**config.mk**
```make
export PLATFORM = sky130hd
export DESIGN_NAME = pe_tile_param
export DESIGN_NICKNAME = d
export VERILOG_FILES = /design/src/rtl/pe_tile_param.sv
export SDC_FILE = /design/constraint.sdc
export NUM_CORES = 1
export LEC_CHECK = 0
export BUFFER_PORTS_ARGS = -buffer_cell sky130_fd_sc_hd__buf_2
export CAP_MARGIN = 20
export CELL_PAD_IN_SITES_DETAIL_PLACEMENT = 1
export CELL_PAD_IN_SITES_GLOBAL_PLACEMENT = 1
export CORE_AREA = 5 5 238 240
export CTS_CLUSTER_SIZE = 20
export DETAILED_ROUTE_END_ITERATION = 12
export DIE_AREA = 0 0 243 245
export PLACE_DENSITY = 0.6
export RECOVER_POWER = 50
export SKIP_LAST_GASP = 1
export SLEW_MARGIN = 20
export SYNTH_ARGS = -nofsm -noshare
export SYNTH_HDL_FRONTEND = slang
export SYNTH_SLANG_ARGS = --single-unit
```
**constraint.sdc**
```tcl
create_clock -name clk -period 7.75 [get_ports clk]
set_input_delay 1.55 -clock clk [delete_from_list [all_inputs] [get_ports clk]]
set_output_delay 1.55 -clock clk [all_outputs]
set_load 0.02 [all_outputs]
```
**src/rtl/pe_tile_param.sv**
```systemverilog
// ---------------------------------------------------------------------------
// pe_tile_param
//
// Parametrised routing/compute tile. Each of the four sides carries
// NUM_TRACKS tracks of WIDTH bits.
// - Two connect boxes pick the PE operands. cb0 reads side 0 and cb1 reads
//   side 1. Each can pick an input track or an output track of its side.
// - A registered ALU/accumulator PE computes pe_out from the two operands.
// - Per-track switch boxes on all four sides drive out_wires. Each track
//   takes a neighbour side's input track or the PE result.
// - Configuration arrives over a shared address/data bus. A write applies
//   only when config_addr[15:0] matches tile_id.
//
// Optional feature: define PE_TILE_SB_REG_EN to register every out_wires
// track. This adds one cycle of latency, and the registers reset to 0.
// Without the macro, out_wires are combinational.
//
// Ports
//   clk          in   rising-edge clock
//   reset        in   synchronous, active-high; clears all state
//   config_addr  in   [15:0] tile id match, [31:16] feature id
//   config_data  in   configuration payload
//   config_we    in   configuration write strobe
//   tile_id      in   static id of this tile
//   in_wires     in   side s, track t at [(s*NUM_TRACKS+t)*WIDTH +: WIDTH]
//   out_wires    out  same packing as in_wires
//   pe_out       out  registered PE result
// ---------------------------------------------------------------------------
module pe_tile_param #(
    parameter int WIDTH      = 16,
    parameter int NUM_TRACKS = 4
) (
    input  logic                             clk,
    input  logic                             reset,
    input  logic [31:0]                      config_addr,
    input  logic [31:0]                      config_data,
    input  logic                             config_we,
    input  logic [15:0]                      tile_id,
    input  logic [4*NUM_TRACKS*WIDTH-1:0]    in_wires,
    output logic [4*NUM_TRACKS*WIDTH-1:0]    out_wires,
    output logic [WIDTH-1:0]                 pe_out
);

    localparam int CBW = $clog2(2 * NUM_TRACKS);
    localparam int NCB = 1 << CBW;
    localparam int SBW = 2 * NUM_TRACKS;

    localparam logic [2:0] OP_ADD  = 3'd0;
    localparam logic [2:0] OP_SUB  = 3'd1;
    localparam logic [2:0] OP_AND  = 3'd2;
    localparam logic [2:0] OP_OR   = 3'd3;
    localparam logic [2:0] OP_XOR  = 3'd4;
    localparam logic [2:0] OP_PASS = 3'd5;
    localparam logic [2:0] OP_ACC  = 3'd6;
    localparam logic [2:0] OP_ZERO = 3'd7;

    // Configuration and PE state
    logic [2:0]            op_q,  op_d;
    logic [CBW-1:0]        cb0_q, cb0_d;
    logic [CBW-1:0]        cb1_q, cb1_d;
    logic [3:0][SBW-1:0]   sb_q,  sb_d;
    logic [WIDTH-1:0]      acc_q, acc_d;
    logic [WIDTH-1:0]      pe_q,  pe_d;

    logic                  cfg_hit_s;
    logic [15:0]           feature_s;
    logic                  op_wr_s;
    logic [WIDTH-1:0]      op0_s, op1_s, res_s;
    logic [4*NUM_TRACKS*WIDTH-1:0] sb_s;
    logic [WIDTH-1:0]      cb0_cand_s [NCB];
    logic [WIDTH-1:0]      cb1_cand_s [NCB];

    assign cfg_hit_s = config_we && (config_addr[15:0] == tile_id);
    assign feature_s = config_addr[31:16];
    assign pe_out    = pe_q;

    // Configuration decode: next-state of the op, connect box and switch box registers
    always_comb begin
        op_d    = op_q;
        cb0_d   = cb0_q;
        cb1_d   = cb1_q;
        sb_d    = sb_q;
        op_wr_s = 1'b0;
        if (cfg_hit_s) begin
            case (feature_s)
                16'd4: begin
                    op_d    = config_data[2:0];
                    op_wr_s = 1'b1;
                end
                16'd5:   cb1_d   = config_data[CBW-1:0];
                16'd6:   cb0_d   = config_data[CBW-1:0];
                16'd7:   sb_d[0] = config_data[SBW-1:0];
                16'd8:   sb_d[1] = config_data[SBW-1:0];
                16'd9:   sb_d[2] = config_data[SBW-1:0];
                16'd10:  sb_d[3] = config_data[SBW-1:0];
                default: op_wr_s = 1'b0;
            endcase
        end else begin
            op_wr_s = 1'b0;
        end
    end

    // Connect box candidates. Select codes past the output tracks read as zero.
    // Reading out_wires here is loop-free because the PE register breaks the path.
    for (genvar i = 0; i < NCB; i++) begin : g_cb
        if (i < NUM_TRACKS) begin : g_in
            assign cb0_cand_s[i] = in_wires[i*WIDTH +: WIDTH];
            assign cb1_cand_s[i] = in_wires[(NUM_TRACKS+i)*WIDTH +: WIDTH];
        end else if (i < 2 * NUM_TRACKS) begin : g_out
            assign cb0_cand_s[i] = out_wires[(i-NUM_TRACKS)*WIDTH +: WIDTH];
            assign cb1_cand_s[i] = out_wires[i*WIDTH +: WIDTH];
        end else begin : g_zero
            assign cb0_cand_s[i] = '0;
            assign cb1_cand_s[i] = '0;
        end
    end

    assign op0_s = cb0_cand_s[cb0_q];
    assign op1_s = cb1_cand_s[cb1_q];

    // ALU: all arithmetic wraps mod 2^WIDTH
    always_comb begin
        res_s = '0;
        case (op_q)
            OP_ADD:  res_s = op0_s + op1_s;
            OP_SUB:  res_s = op0_s - op1_s;
            OP_AND:  res_s = op0_s & op1_s;
            OP_OR:   res_s = op0_s | op1_s;
            OP_XOR:  res_s = op0_s ^ op1_s;
            OP_PASS: res_s = op0_s;
            OP_ACC:  res_s = acc_q + op0_s;
            OP_ZERO: res_s = '0;
            default: res_s = '0;
        endcase
    end

    // Accumulator next state. An op write clears it, and in ACC mode pe_out tracks the accumulator.
    always_comb begin
        acc_d = acc_q;
        pe_d  = res_s;
        if (op_wr_s) begin
            acc_d = '0;
        end else if (op_q == OP_ACC) begin
            acc_d = res_s;
        end else begin
            acc_d = acc_q;
        end
        if (op_q == OP_ACC) begin
            pe_d = acc_d;
        end else begin
            pe_d = res_s;
        end
    end

    // Switch box: 0..2 pick the next sides round the tile, 3 picks the PE result
    always_comb begin
        sb_s = '0;
        for (int s = 0; s < 4; s++) begin
            for (int t = 0; t < NUM_TRACKS; t++) begin
                case (sb_q[s][2*t +: 2])
                    2'd0:    sb_s[(s*NUM_TRACKS+t)*WIDTH +: WIDTH] =
                                 in_wires[(((s+1)%4)*NUM_TRACKS+t)*WIDTH +: WIDTH];
                    2'd1:    sb_s[(s*NUM_TRACKS+t)*WIDTH +: WIDTH] =
                                 in_wires[(((s+2)%4)*NUM_TRACKS+t)*WIDTH +: WIDTH];
                    2'd2:    sb_s[(s*NUM_TRACKS+t)*WIDTH +: WIDTH] =
                                 in_wires[(((s+3)%4)*NUM_TRACKS+t)*WIDTH +: WIDTH];
                    2'd3:    sb_s[(s*NUM_TRACKS+t)*WIDTH +: WIDTH] = pe_q;
                    default: sb_s[(s*NUM_TRACKS+t)*WIDTH +: WIDTH] = '0;
                endcase
            end
        end
    end

    // State registers; reset wins over any config write or accumulate
    always_ff @(posedge clk) begin
        if (reset) begin
            op_q  <= 3'd0;
            cb0_q <= '0;
            cb1_q <= '0;
            sb_q  <= '0;
            acc_q <= '0;
            pe_q  <= '0;
        end else begin
            op_q  <= op_d;
            cb0_q <= cb0_d;
            cb1_q <= cb1_d;
            sb_q  <= sb_d;
            acc_q <= acc_d;
            pe_q  <= pe_d;
        end
    end

`ifdef PE_TILE_SB_REG_EN
    logic [4*NUM_TRACKS*WIDTH-1:0] out_q;

    // Registered switch box outputs
    always_ff @(posedge clk) begin
        if (reset) begin
            out_q <= '0;
        end else begin
            out_q <= sb_s;
        end
    end

    assign out_wires = out_q;
`else
    assign out_wires = sb_s;
`endif

endmodule
```
==> results.env, run 1 <==
RUN_STATUS='finished clean'
FINAL_HOLD_VIOL_COUNT=0
PATH_BUF_INV=2
POWER.STATIC_LEAKAGE_nW=6.37
CRITPATHCAPTURETYPE='flip-flop'
CTS.REPAIR_TIMING.SETUP_BUFFER_COUNT=0
SHARE_COMB_OF_TOTAL_POWER_PCT=42.8
TRITONCTS='built'
ROUTE.MET3.WL_MM=8.31
UNREPAIRED_SETUP_ENDPOINTS_AFTER_GLOBAL_ROUTING='false'
VIA_PER_INST=6.24
GRT_PASS1_VIAS=15494
POWER_DENSITY_nW_PER_UM2=93.9
GP_ROUTABILITY_CONGESTION=0.984
POSTSYNTHCELLCOUNT=1119
WORST-SLEW-PIN-TRANSITION_NS=1.18
IR_DROP_mV=0.103
STARTPOINT_TYPE='primary input'
FINALCLOCKSKEW_NS=0.00978
DR_TOTAL_VIAS=14653
CTS_ROOT_BUF='sky130_fd_sc_hd__clkbuf_16'
SYNTH_NETS=1507
MAX_STAGE_DELAY_NS=0.83
DIE-AREA_UM2=59500
FLOW.AREA_GROWTH_FROM_SYNTHESIS_PCT=28.8
ROWS=86
CTS.HOLD.BUFFERS_ADDED=0
SWITCHING_POWER_uW=664
INITIALDRTVIOLATIONCOUNT=1472
FINAL_LAYOUT_SIZE_SUFFIX_GT1_SHARE_PCT=53.0
DRV_SLEW=0
FP.COREAREA_UM2=54400
WORST_EP_ARRIVAL_TIME_NS=6.98
CTS_RESIZED=0
SYNTH_XOR_AREA_SHARE_PCT=2.54
TIMING.SETUP.TNS_NS=0
FINALSETUPVIOLCOUNT=0
SYNTH.LIB_CELLS_USED.DISTINCT=65
INTERNAL-POWER_uW=917
HOLD_PATH.CLASS='reg2reg'
FINALNETCOUNT=2017
POST_SYNTH_MUX_AREA_SHARE_PCT=60.1
FINISH.UTILIZATION_PCT=30.9
DRC_ERRORS=0
POST_SYNTH.CELL_AREA_AVG_UM2=11.7
DRT_FIRST_PASS_ITERS=5
WORST-SETUP-PATH-TYPE='in2reg'
WL_MET1_MM=33.6
YOSYS.AREA_SHARE.ADDER_PCT=4.74
POWER.SHARE.SWITCHING_PCT=42.0
SYN-CELL-AREA_UM2=13100
PLACE.DETAILED.HPWL_MM=68.8
GRT_MAX_DEGREE=47
TIMING.FINAL.CRIT_PERIOD_NS=6.79
H_TREE_DEPTH=3
MAX-CLOCK-PATH-BUFFERS=2
CTS.SINK_COUNT=73
WORSTPATHCELLLIST='buf_2, mux4_2, mux4_2, mux2i_1, ha_1, a221oi_1, inv_1, ha_1, a21o_1, a21oi_1, o21ai_1, a2111oi_0, a21oi_1, a31oi_1, o21ai_0, xnor2_1, mux2i_1, a211oi_2'
CLKSLEWWORSTSETUPHOLDPATHS_NS=0.07
YS_WARN_COUNT=0
CRIT_REQUIRED_NS=7.94
WL_CELL_UM=37.4
FINALCRITPERIODSHARE_PCT=87.6
SEQUENTIAL_CELL_AREA_FRACTION_IN_THE_YOSYS_REPORT_PCT=11.2
CRITICAL-PATH-TOP-DELAY-FAMILY='compound AO/OA/AOI/OAI gates'
SYNTH_ASYNC_SR_FLOP_SHARE_PCT=0
FRACTION_OF_THE_MAPPED_NETLIST_AREA_IN_COMPOUND_GATES_PCT=7.71
CPMAXSTAGEDELAYCELL='sky130_fd_sc_hd__a2111oi_0'
DIE_WIDTH_UM=243
CTS-BUFFERS-INSERTED=9
CRIT_PATH_MAX_FANOUT=4
IO_PINS=611
ROUTED.TOP_LAYER='met5'
GRT_FIRST_PASS_WIRELENGTH_MM=121
POST_SYNTH_AND_OR_NAND_NOR_AREA_FRACTION_PCT=8.24
INITIAL_UTILIZATION_PCT=24.0
ROUTE.ANTENNA.REMAINING_NETS=0
LAYOUT_COMMONEST_CELL='sky130_fd_sc_hd__buf_2'
NETLIST.AREA_LEADER.SHARE_PCT=54.4
COMBINATIONAL_FAMILY_WITH_THE_MOST_AREA_AFTER_SYNTHESIS='multiplexers'
CLKLATENCYLATEPIN_NS=0.35
YOSYS-TOP-CELLS-AREA='sky130_fd_sc_hd__mux4_2 54%, sky130_fd_sc_hd__dfxtp_1 11%, sky130_fd_sc_hd__mux2i_1 4.7%'
GRT-OVFL-TOTAL=0
SETUP.REG_TO_REG.WORST_SLACK_NS=1.46
SLEW_MARGIN_REL_PCT=21.6
MAX_CAP_VIOL_COUNT=0
GRTUSAGETOTAL_PCT=28.1
POSTSYNTHREGISTERBITS=73
CLKPWRFRAC_PCT=29.3
DETAILROUTE.WIRELENGTH.MET2_MM=40.7
SYNTH_EDF_COUNT=0
POSTROUTEWIRELENGTH_MM=87.7
SYNTH_TOP_AREA_CELL='sky130_fd_sc_hd__mux4_2'
FINAL_CELL_MIX='456 x sky130_fd_sc_hd__buf_2, 316 x sky130_fd_sc_hd__mux4_2, 132 x sky130_fd_sc_hd__clkbuf_1'
SHARE_SEQ_OF_TOTAL_POWER_PCT=27.8
GRT_ANTENNA_BEFORE_REPAIR=10
PORT_BUFFERS=586
SYNTHFLOPTYPE='sky130_fd_sc_hd__dfxtp_1'
DIE_H_UM=245
FMAXACHIEVABLE_GHz=0.147
cell families after synthesis:
group / after synthesis
simple gates: 241
compound gates: 159
flops: 73
mux: 388
buf+inv: 171
fa+ha+maj: 49
xor+xnor: 38
state kept, by name (all words and copies together) (netlist names):
name / flops
acc_q: 16
cb0_q: 3
cb1_q: 3
op_q: 3
pe_out: 16
sb_q: 32
area by class of cell:
type                       count  area (µm²)
clock inverter                 6        75.1
clock buffer                  10         239
inverter                      40         150
multi-input combinational    875       10900
antenna                        9        22.5
fill                        6347       37600
timing repair buffer         630        3090
sequential                    73        1490
tap                          704         881
worst register-to-register path, stage by stage (launching register included):
cell,delay (ns)
sky130_fd_sc_hd__dfxtp_1,0.81
sky130_fd_sc_hd__buf_4,0.50
sky130_fd_sc_hd__mux4_2,0.44
sky130_fd_sc_hd__mux4_2,0.48
sky130_fd_sc_hd__a21oi_1,0.68
sky130_fd_sc_hd__inv_1,0.21
sky130_fd_sc_hd__xnor2_1,0.20
sky130_fd_sc_hd__o21ai_1,0.08
sky130_fd_sc_hd__ha_1,0.36
sky130_fd_sc_hd__and3_1,0.19
sky130_fd_sc_hd__a2111oi_0,0.83
sky130_fd_sc_hd__a21oi_1,0.27
sky130_fd_sc_hd__a31oi_1,0.32
sky130_fd_sc_hd__o21ai_0,0.17
sky130_fd_sc_hd__xnor2_1,0.21
sky130_fd_sc_hd__mux2i_1,0.29
sky130_fd_sc_hd__a211oi_2,0.10
metrics by stage:
step	setup WS (ns)	power (mW)	cell area, µm²	cells	hold WS [ns]
after floorplan	1.69	0.782	13100	1119	0.436
after global placement	0.710	1.11	16700	2322	0.443
after detailed placement	0.654	1.12	16700	2322	0.452
after CTS	1.01	1.58	17000	2338	0.462
after global routing	0.619	1.63	16800	2342	0.492
final	0.961	1.58	16800	2347	0.465
per-layer routing:
layer / global-route usage (%) / up-vias
met1: 35.6 / 7643
met3: 7.01 / 258
li1: - / 5609
met4: 13.1 / 4
met2: 45.4 / 1139
met5: 0 / -
synthesized netlist by cell type (all sizes together) (3+ instances only):
cell      n
a21boi    4
nor4      3
o221ai    3
nand2    63
o21bai    9
nand3    14
inv      40
nor2b     7
o21a      3
and3      3
xnor2    31
a21oi    37
o21ai    49
xor2      7
clkbuf   96
nor2    107
o211ai    5
a21o      4
a31oi     5
a211o     4
mux4    316
mux2      8
o22ai     9
buf      35
nand2b    4
mux2i    64
dfxtp    73
nor3     10
a22oi    11
nand4     6
nor3b     7
ha       48
and2      8
worst paths after layout:
path	start	endpoint	depth (start not counted)
worst min register to register	acc_q[10]	acc_q[10]	2
worst min-delay path	acc_q[10]	acc_q[10]	2
worst max-delay path	in_wires[1]	acc_q[15]	18
worst max register to register	sb_q[9]	acc_q[15]	16
power groups by stage:
stage	clock, mW	sequential [mW]	combinational [mW]
finish	0.464	0.440	0.677
global route	0.483	0.442	0.709
CTS	0.469	0.437	0.678
detailed placement	0	0.446	0.674
global placement	0	0.444	0.665
floorplan	0	0.421	0.361
Note: power is estimated with default switching activity, not from simulation.
==> inputs of run 2 (changes only) <==
--- a/config.mk
+++ b/config.mk
@@ -13,8 +13,10 @@
 export CTS_CLUSTER_SIZE = 20
 export DETAILED_ROUTE_END_ITERATION = 12
 export DIE_AREA = 0 0 243 245
+export GPL_ROUTABILITY_DRIVEN = 1
 export PLACE_DENSITY = 0.6
-export RECOVER_POWER = 50
+export RECOVER_POWER = 100
+export REMOVE_ABC_BUFFERS = 1
 export SKIP_LAST_GASP = 1
 export SLEW_MARGIN = 20
 export SYNTH_ARGS = -nofsm -noshare
==> run 2 against run 1 <==
Against the previous run: the run now ends with max-capacitance violations, max-slew violations left; sequential power barely moved; die area did not move; critical path depth rose by 2; register-to-register slack got worse by 0.32 ns; final cell count fell by 0.38%; first-iteration DRC count fell by 1.4%; core utilization fell by 0.40 points; wire length fell by 2.0%; critical path type unchanged; critical endpoint unchanged; largest power group unchanged.
==> results.env, run 2 (synthesized netlist as in run 1, its figures left out) <==
INITIALDRTVIOLATIONCOUNT=1452  # was 1,472
R2R_CELLS=18  # was 16
TIMING.SETUP.TNS_NS=0  # unchanged
SHARE_COMB_OF_TOTAL_POWER_PCT=42.4  # was 42.8%
GRT_PASS1_VIAS=15040  # was 15,494
FINAL_HOLD_VIOL_COUNT=0  # unchanged
CLKPWRFRAC_PCT=29.3  # about the same
WORST_EP_ARRIVAL_TIME_NS=6.97  # was 6.98 ns
DRC_ERRORS=0  # unchanged
RUN_STATUS='complete, but fails checks'  # was finished clean
VIOLATIONS_IN_THE_FINAL_REPORTS='max-capacitance violations, max-slew violations'
FINISH.INSTANCE_AREA_UM2=16600  # was 16,800 µm²
PORT_BUFFERS=586  # unchanged
CTS_ROOT_BUF='sky130_fd_sc_hd__clkbuf_16'  # unchanged
POSTPLACECELLAREA_UM2=16700  # about the same
CLKLATENCYLATEPIN_NS=0.35  # about the same
LAYOUT_COMMONEST_CELL='sky130_fd_sc_hd__buf_2'  # unchanged
ROUTE.ANTENNA.REMAINING_NETS=0  # unchanged
SHARE_SEQ_OF_TOTAL_POWER_PCT=28.3  # was 27.8%
GRT-OVFL-TOTAL=0  # unchanged
WL_CELL_UM=36.7  # was 37.4 µm
CRITPATHLAUNCH='in_wires[1]'  # unchanged
GRT_FIRST_PASS_WIRELENGTH_MM=119  # was 121 mm
MAX_CAP_VIOL_COUNT=1  # was 0
POWER_DENSITY_nW_PER_UM2=93.8  # was 93.9 nW/µm²
ROWS=86  # unchanged
INITIAL_UTILIZATION_PCT=24.0  # unchanged
STARTPOINT_TYPE='primary input'  # unchanged
UNREPAIRED_SETUP_ENDPOINTS_AFTER_GLOBAL_ROUTING='false'  # unchanged
CTS.SINK_COUNT=73  # unchanged
FLOW.AREA_GROWTH_FROM_SYNTHESIS_PCT=27.1  # was 28.8%
PLACE.DETAILED.HPWL_MM=67.6  # was 68.8 mm
FINALNETCOUNT=2014  # was 2,017
DRT_FIRST_PASS_ITERS=5  # unchanged
FP.COREAREA_UM2=54400  # unchanged
FMAXACHIEVABLE_GHz=0.148  # was 0.147 GHz
SWITCHING_POWER_uW=660  # was 664 µW
SETUP.REG_TO_REG.WORST_SLACK_NS=1.14  # was 1.46 ns
SLEW_MARGIN_REL_PCT=-11.9  # was 21.6%
H_TREE_DEPTH=3  # unchanged
POWER.STATIC_LEAKAGE_nW=5.95  # was 6.37 nW
CRITPATHCAPTURETYPE='flip-flop'  # unchanged
TIMING.FINAL.CRIT_PERIOD_NS=6.78  # was 6.79 ns
CTS.HOLD.BUFFERS_ADDED=0  # unchanged
CLKSLEWWORSTSETUPHOLDPATHS_NS=0.07  # about the same
RR_STARTPOINT='sb_q[9]'  # unchanged
TRITONCTS='built'  # unchanged
FINALCRITPERIODSHARE_PCT=87.5  # was 87.6%
ENDPOINT='acc_q[15]'  # unchanged
WORSTREG2REGEND='acc_q[15]'  # unchanged
FINAL_CELL_MIX='317 x sky130_fd_sc_hd__buf_2, 316 x sky130_fd_sc_hd__mux4_2, 274 x sky130_fd_sc_hd__clkbuf_1'  # was 456 x sky130_fd_sc_hd__buf_2, 316 x sky130_fd_sc_hd__mux4_2, 132 x sky130_fd_sc_hd__clkbuf_1
WORST-SLEW-PIN-TRANSITION_NS=1.68  # was 1.18 ns
CRIT_REQUIRED_NS=7.94  # about the same
MAX_FLOP_REGISTER='sb_q'  # unchanged
DRV_SLEW=14  # was 0
GP_ROUTABILITY_CONGESTION=0.985  # was 0.984
DIE_H_UM=245  # unchanged
POWER.SHARE.SWITCHING_PCT=42.3  # was 42.0%
INTERNAL-POWER_uW=900  # was 917 µW
VIA_PER_INST=6.07  # was 6.24
CTS_RESIZED=0  # unchanged
CRIT_PATH_MAX_FANOUT=5  # was 4
GRT_MAX_DEGREE=46  # was 47
IR_DROP_mV=0.0852  # was 0.103 mV
HOLD_PATH_DEPTH=2  # unchanged
DIE_WIDTH_UM=243  # unchanged
DR_TOTAL_VIAS=14196  # was 14,653
CTS-BUFFERS-INSERTED=9  # unchanged
SEQ_AREA_UM2=1490  # about the same
WORST-SETUP-PATH-TYPE='in2reg'  # unchanged
DIE-AREA_UM2=59500  # unchanged
FINALCLOCKSKEW_NS=0.00819  # was 0.00978 ns
IO_PINS=611  # unchanged
HOLD_PATH.CLASS='reg2reg'  # unchanged
POSTROUTEWIRELENGTH_MM=85.9  # was 87.7 mm
MAX_FFS_PER_REGISTER=32  # unchanged
FINALSETUPVIOLCOUNT=0  # unchanged
MAX-CLOCK-PATH-BUFFERS=2  # unchanged
GRTUSAGETOTAL_PCT=27.5  # was 28.1%
CTS.REPAIR_TIMING.SETUP_BUFFER_COUNT=0  # unchanged
GRT_ANTENNA_BEFORE_REPAIR=10  # unchanged
FINAL_LAYOUT_SIZE_SUFFIX_GT1_SHARE_PCT=44.4  # was 53.0%
MULTI_INPUT_AREA_UM2=10900  # about the same
FILLER_CELL_COUNT=6401  # was 6,347
-- run 2: power by group through the flow --
stage / registers (mW) / clock network (mW) / logic, mW
final: 0.441 / 0.457 / 0.661
after global routing: 0.443 / 0.480 / 0.695
after CTS: 0.438 / 0.464 / 0.674
after detailed placement: 0.446 / 0 / 0.669
after global placement: 0.444 / 0 / 0.661
after floorplan: 0.433 / 0 / 0.339
-- run 2: stage by stage --
step	instances	total power, mW	utilization, %	setup slack [ns]	hold WS, ns
after global placement	2319	1.10	30.6	0.711	0.444
final	2338	1.56	30.5	0.971	0.460
after global routing	2337	1.62	30.5	0.572	0.492
after floorplan	988	0.773	-	1.67	0.436
after CTS	2335	1.58	31.2	1.02	0.461
after detailed placement	2319	1.11	30.6	0.682	0.451
-- run 2: layer usage --
layer | vias up | wire (µm) | GRT usage, %
li1 | 5586 | - | -
met1 | 7392 | 33400 | 35.0
met2 | 1026 | 41300 | 46.1
met3 | 184 | 7850 | 7.14
met4 | 8 | 3310 | 8.90
met5 | - | 55 | 0
-- run 2: final cells by class --
| class | count | area share, % |
|---|---|---|
| Antenna cell | 3 | 0.0451 |
| Clock buffer | 9 | 1.35 |
| Clock inverter | 7 | 0.504 |
| Inverter | 40 | 0.903 |
| Multi-Input combinational cell | 875 | 65.6 |
| Sequential cell | 73 | 8.96 |
| Tap cell | 704 | 5.30 |
| Timing Repair Buffer | 627 | 17.3 |
-- run 2: worst min-delay path by stage --
stage / slack [ns] / end / from
floorplan: 0.44 / acc_q[7] / acc_q[7]
global placement: 0.44 / acc_q[8] / acc_q[8]
detailed placement: 0.45 / acc_q[8] / acc_q[8]
CTS: 0.46 / acc_q[8] / acc_q[8]
global route: 0.49 / acc_q[12] / acc_q[12]
finish: 0.46 / acc_q[11] / acc_q[11]
-- run 2: worst max-delay path: stages --
cell and delay [ns]:
sky130_fd_sc_hd__clkbuf_1 0.18, sky130_fd_sc_hd__mux4_2 0.59, sky130_fd_sc_hd__mux4_2 0.52, sky130_fd_sc_hd__mux2i_1 0.41, sky130_fd_sc_hd__ha_1 0.34, sky130_fd_sc_hd__nand4_1 0.19
sky130_fd_sc_hd__nor2_1 0.35, sky130_fd_sc_hd__nand2_1 0.12, sky130_fd_sc_hd__xnor2_1 0.15, sky130_fd_sc_hd__o21ai_0 0.09, sky130_fd_sc_hd__ha_1 0.38, sky130_fd_sc_hd__and3_1 0.19
sky130_fd_sc_hd__a2111oi_0 0.49, sky130_fd_sc_hd__buf_4 0.20, sky130_fd_sc_hd__a21oi_1 0.09, sky130_fd_sc_hd__a31oi_1 0.29, sky130_fd_sc_hd__o21ai_0 0.17, sky130_fd_sc_hd__xnor2_1 0.23
sky130_fd_sc_hd__mux2i_1 0.32, sky130_fd_sc_hd__a211oi_2 0.11
==> inputs of run 3 (changes only) <==
--- a/config.mk
+++ b/config.mk
@@ -15,7 +15,6 @@
 export DIE_AREA = 0 0 243 245
 export GPL_ROUTABILITY_DRIVEN = 1
 export PLACE_DENSITY = 0.6
-export RECOVER_POWER = 100
 export REMOVE_ABC_BUFFERS = 1
 export SKIP_LAST_GASP = 1
 export SLEW_MARGIN = 20
==> run 3 against run 2 <==
Against the previous run: the flow now finishes without violations; critical path depth is the same; non-clock buffer count is the same; clock-buffer cell count is the same; global-route usage is the same; sequential cell count is the same; die area is the same; clock power is essentially flat; hold slack is essentially flat; final cell count is the same; critical path type unchanged; largest power group unchanged; highest routed layer unchanged.
==> results.env, run 3 (synthesized netlist as in run 1, its figures left out) <==
RUN_STATUS='finished clean'  # was complete, but fails checks
CTS.SINK_COUNT=73  # unchanged
DIE_WIDTH_UM=243  # unchanged
MULTI_INPUT_AREA_UM2=10900  # unchanged
MAX_STAGE_DELAY_NS=0.55  # was 0.59 ns
FINAL_HOLD_VIOL_COUNT=0  # unchanged
INITIAL_UTILIZATION_PCT=24.0  # unchanged
POWER_DENSITY_nW_PER_UM2=93.0  # was 93.8 nW/µm²
CRIT_REQUIRED_NS=7.94  # about the same
CLKSLEWWORSTSETUPHOLDPATHS_NS=0.07  # about the same
CTS-BUFFERS-INSERTED=9  # unchanged
SETUP_SLACK_NS=1.04  # was 0.971 ns
WORST-SETUP-PATH-TYPE='in2reg'  # unchanged
FP.COREAREA_UM2=54400  # unchanged
FINAL_CELL_MIX='586 x sky130_fd_sc_hd__buf_2, 316 x sky130_fd_sc_hd__mux4_2, 107 x sky130_fd_sc_hd__nor2_1'  # was 317 x sky130_fd_sc_hd__buf_2, 316 x sky130_fd_sc_hd__mux4_2, 274 x sky130_fd_sc_hd__clkbuf_1
PLACEMENT_STAGE_WORST_SETUP_SLACK_NS=0.682  # unchanged
WORSTPATHCELLLIST='buf_2, mux4_2, mux4_2, mux2i_1, ha_1, nand4_1, nor2_1, nand2_1, xnor2_1, o21ai_1, ha_1, and3_1, a2111oi_0, buf_4, a21oi_1, a31oi_1, o21ai_0, xnor2_1, mux2i_1, a211oi_2'  # was clkbuf_1, mux4_2, mux4_2, mux2i_1, ha_1, nand4_1, nor2_1, nand2_1, xnor2_1, o21ai_0, ha_1, and3_1, a2111oi_0, buf_4, a21oi_1, a31oi_1, o21ai_0, xnor2_1, mux2i_1, a211oi_2
DRC_ERRORS=0  # unchanged
DRV_SLEW=0  # was 14
PLACE.DETAILED.HPWL_MM=67.6  # unchanged
INITIALDRTVIOLATIONCOUNT=1300  # was 1,452
TIMING.SETUP.TNS_NS=0  # unchanged
TIMING.FINAL.CRIT_PERIOD_NS=6.71  # was 6.78 ns
PATH_BUF_INV=2  # unchanged
VIA_PER_INST=6.08  # was 6.07
DP_CELLS=2319  # unchanged
MAX-CLOCK-PATH-BUFFERS=2  # unchanged
FINALCLOCKSKEW_NS=0.00779  # was 0.00819 ns
TRITONCTS='built'  # unchanged
FMAXACHIEVABLE_GHz=0.149  # was 0.148 GHz
H_TREE_DEPTH=3  # unchanged
HOLD_PATH.CLASS='reg2reg'  # unchanged
UNREPAIRED_SETUP_ENDPOINTS_AFTER_GLOBAL_ROUTING='false'  # unchanged
STARTPOINT_TYPE='primary input'  # unchanged
LAYOUTNONFILLERINSTCOUNT=2338  # unchanged
GRT_PASS1_VIAS=15040  # unchanged
CTS.REPAIR_TIMING.SETUP_BUFFER_COUNT=0  # unchanged
DIE-AREA_UM2=59500  # unchanged
WORST_EP_ARRIVAL_TIME_NS=6.91  # was 6.97 ns
FINALPOWER_mW=1.58  # was 1.56 mW
CRITICAL-PATH-TOP-DELAY-FAMILY='multiplexers'  # unchanged
FLOW.AREA_GROWTH_FROM_SYNTHESIS_PCT=29.9  # was 27.1%
DR_TOTAL_VIAS=14214  # was 14,196
FINALCRITPERIODSHARE_PCT=86.6  # was 87.5%
MAX_FLOP_REGISTER='sb_q'  # unchanged
GRT_FIRST_PASS_WIRELENGTH_MM=119  # unchanged
CRIT_PATH_MAX_FANOUT=5  # unchanged
FINISH.INSTANCE_AREA_UM2=17000  # was 16,600 µm²
GP_ROUTABILITY_CONGESTION=0.985  # unchanged
GRT-OVFL-TOTAL=0  # unchanged
DIE_H_UM=245  # unchanged
POWER.STATIC_LEAKAGE_nW=6.73  # was 5.95 nW
SLEW_MARGIN_REL_PCT=28.2  # was -11.9%
DRT_FIRST_PASS_ITERS=5  # unchanged
POSTROUTEWIRELENGTH_MM=85.9  # about the same
MAX_FFS_PER_REGISTER=32  # unchanged
WL_CELL_UM=36.7  # about the same
GRT_MAX_DEGREE=46  # unchanged
POSTPLACECELLAREA_UM2=16700  # unchanged
ROWS=86  # unchanged
WORST-SLEW-PIN-TRANSITION_NS=1.07  # was 1.68 ns
SEQ_AREA_UM2=1490  # about the same
LAYOUT_COMMONEST_CELL='sky130_fd_sc_hd__buf_2'  # unchanged
PORT_BUFFERS=586  # unchanged
GRT_ANTENNA_BEFORE_REPAIR=10  # unchanged
ROUTE.ANTENNA.REMAINING_NETS=0  # unchanged
IO_PINS=611  # unchanged
FINAL_LAYOUT_SIZE_SUFFIX_GT1_SHARE_PCT=61.3  # was 44.4%
CTS.HOLD.BUFFERS_ADDED=0  # unchanged
FINALNETCOUNT=2014  # unchanged
CTS_ROOT_BUF='sky130_fd_sc_hd__clkbuf_16'  # unchanged
CLKLATENCYLATEPIN_NS=0.35  # about the same
CPMAXSTAGEDELAYCELL='sky130_fd_sc_hd__mux4_2'  # unchanged
CRITPATHCAPTURETYPE='flip-flop'  # unchanged
FINALSETUPVIOLCOUNT=0  # unchanged
FILLER_CELL_COUNT=6273  # was 6,401
CTS_RESIZED=0  # unchanged
IR_DROP_mV=0.0858  # was 0.0852 mV
MAX_CAP_VIOL_COUNT=0  # was 1
GRTUSAGETOTAL_PCT=27.5  # unchanged
==> run 3: cell types whose count changed in the layout (fill, tap and decap cells not counted), sizes merged <==
cell	previous run	this run
buf	353	627
clkbuf	283	9
==> run 3: through the flow <==
step           hold slack, ns  util (%)
2_1_floorplan           0.436         -
3_3_place_gp            0.444      30.6
3_5_place_dp            0.451      30.6
4_1_cts                 0.461      31.2
5_1_grt                 0.492      31.2
6_report                0.460      31.2
==> run 3: layout make-up <==
class	count	area share [%]
multi-input cells	875	64.2
repair buffers	627	19.1
flip-flops and latches	73	8.78
well taps	704	5.19
clock buffers	9	1.33
inverters	40	0.884
clock inverters	7	0.493
diodes	3	0.0442
==> run 3: power breakdown <==
group / internal, mW / switching (mW)
Sequential: 0.385 / 0.0551
Combinational: 0.280 / 0.401
Clock: 0.256 / 0.202
==> run 3: per-layer routing <==
| metal | GRT usage [%] | wire length [µm] | share of wire (%) | vias up |
|---|---|---|---|---|
| met5 | 0 | 55 | 0.064 | - |
| met1 | 35.0 | 33500 | 39 | 7444 |
| met4 | 8.90 | 3390 | 3.9 | 8 |
| li1 | - | - | - | 5588 |
| met3 | 7.14 | 7730 | 9.0 | 192 |
| met2 | 46.1 | 41200 | 48 | 982 |
==> run 3: worst paths after layout <==
kind / startpoint / depth (start not counted) / endpoint / slack (ns)
hold / removal: acc_q[11] / 2 / acc_q[11] / 0.46
setup / recovery: in_wires[1] / 20 / acc_q[15] / 1.04
hold reg to reg: acc_q[11] / 2 / acc_q[11] / 0.46
setup reg to reg: sb_q[10] / 19 / acc_q[15] / 1.48
==> run 3: worst min-delay path: stages, from the launching register on <==
cell and delay [ns]:
sky130_fd_sc_hd__dfxtp_1 0.31, sky130_fd_sc_hd__nand2_1 0.05, sky130_fd_sc_hd__a21oi_1 0.05
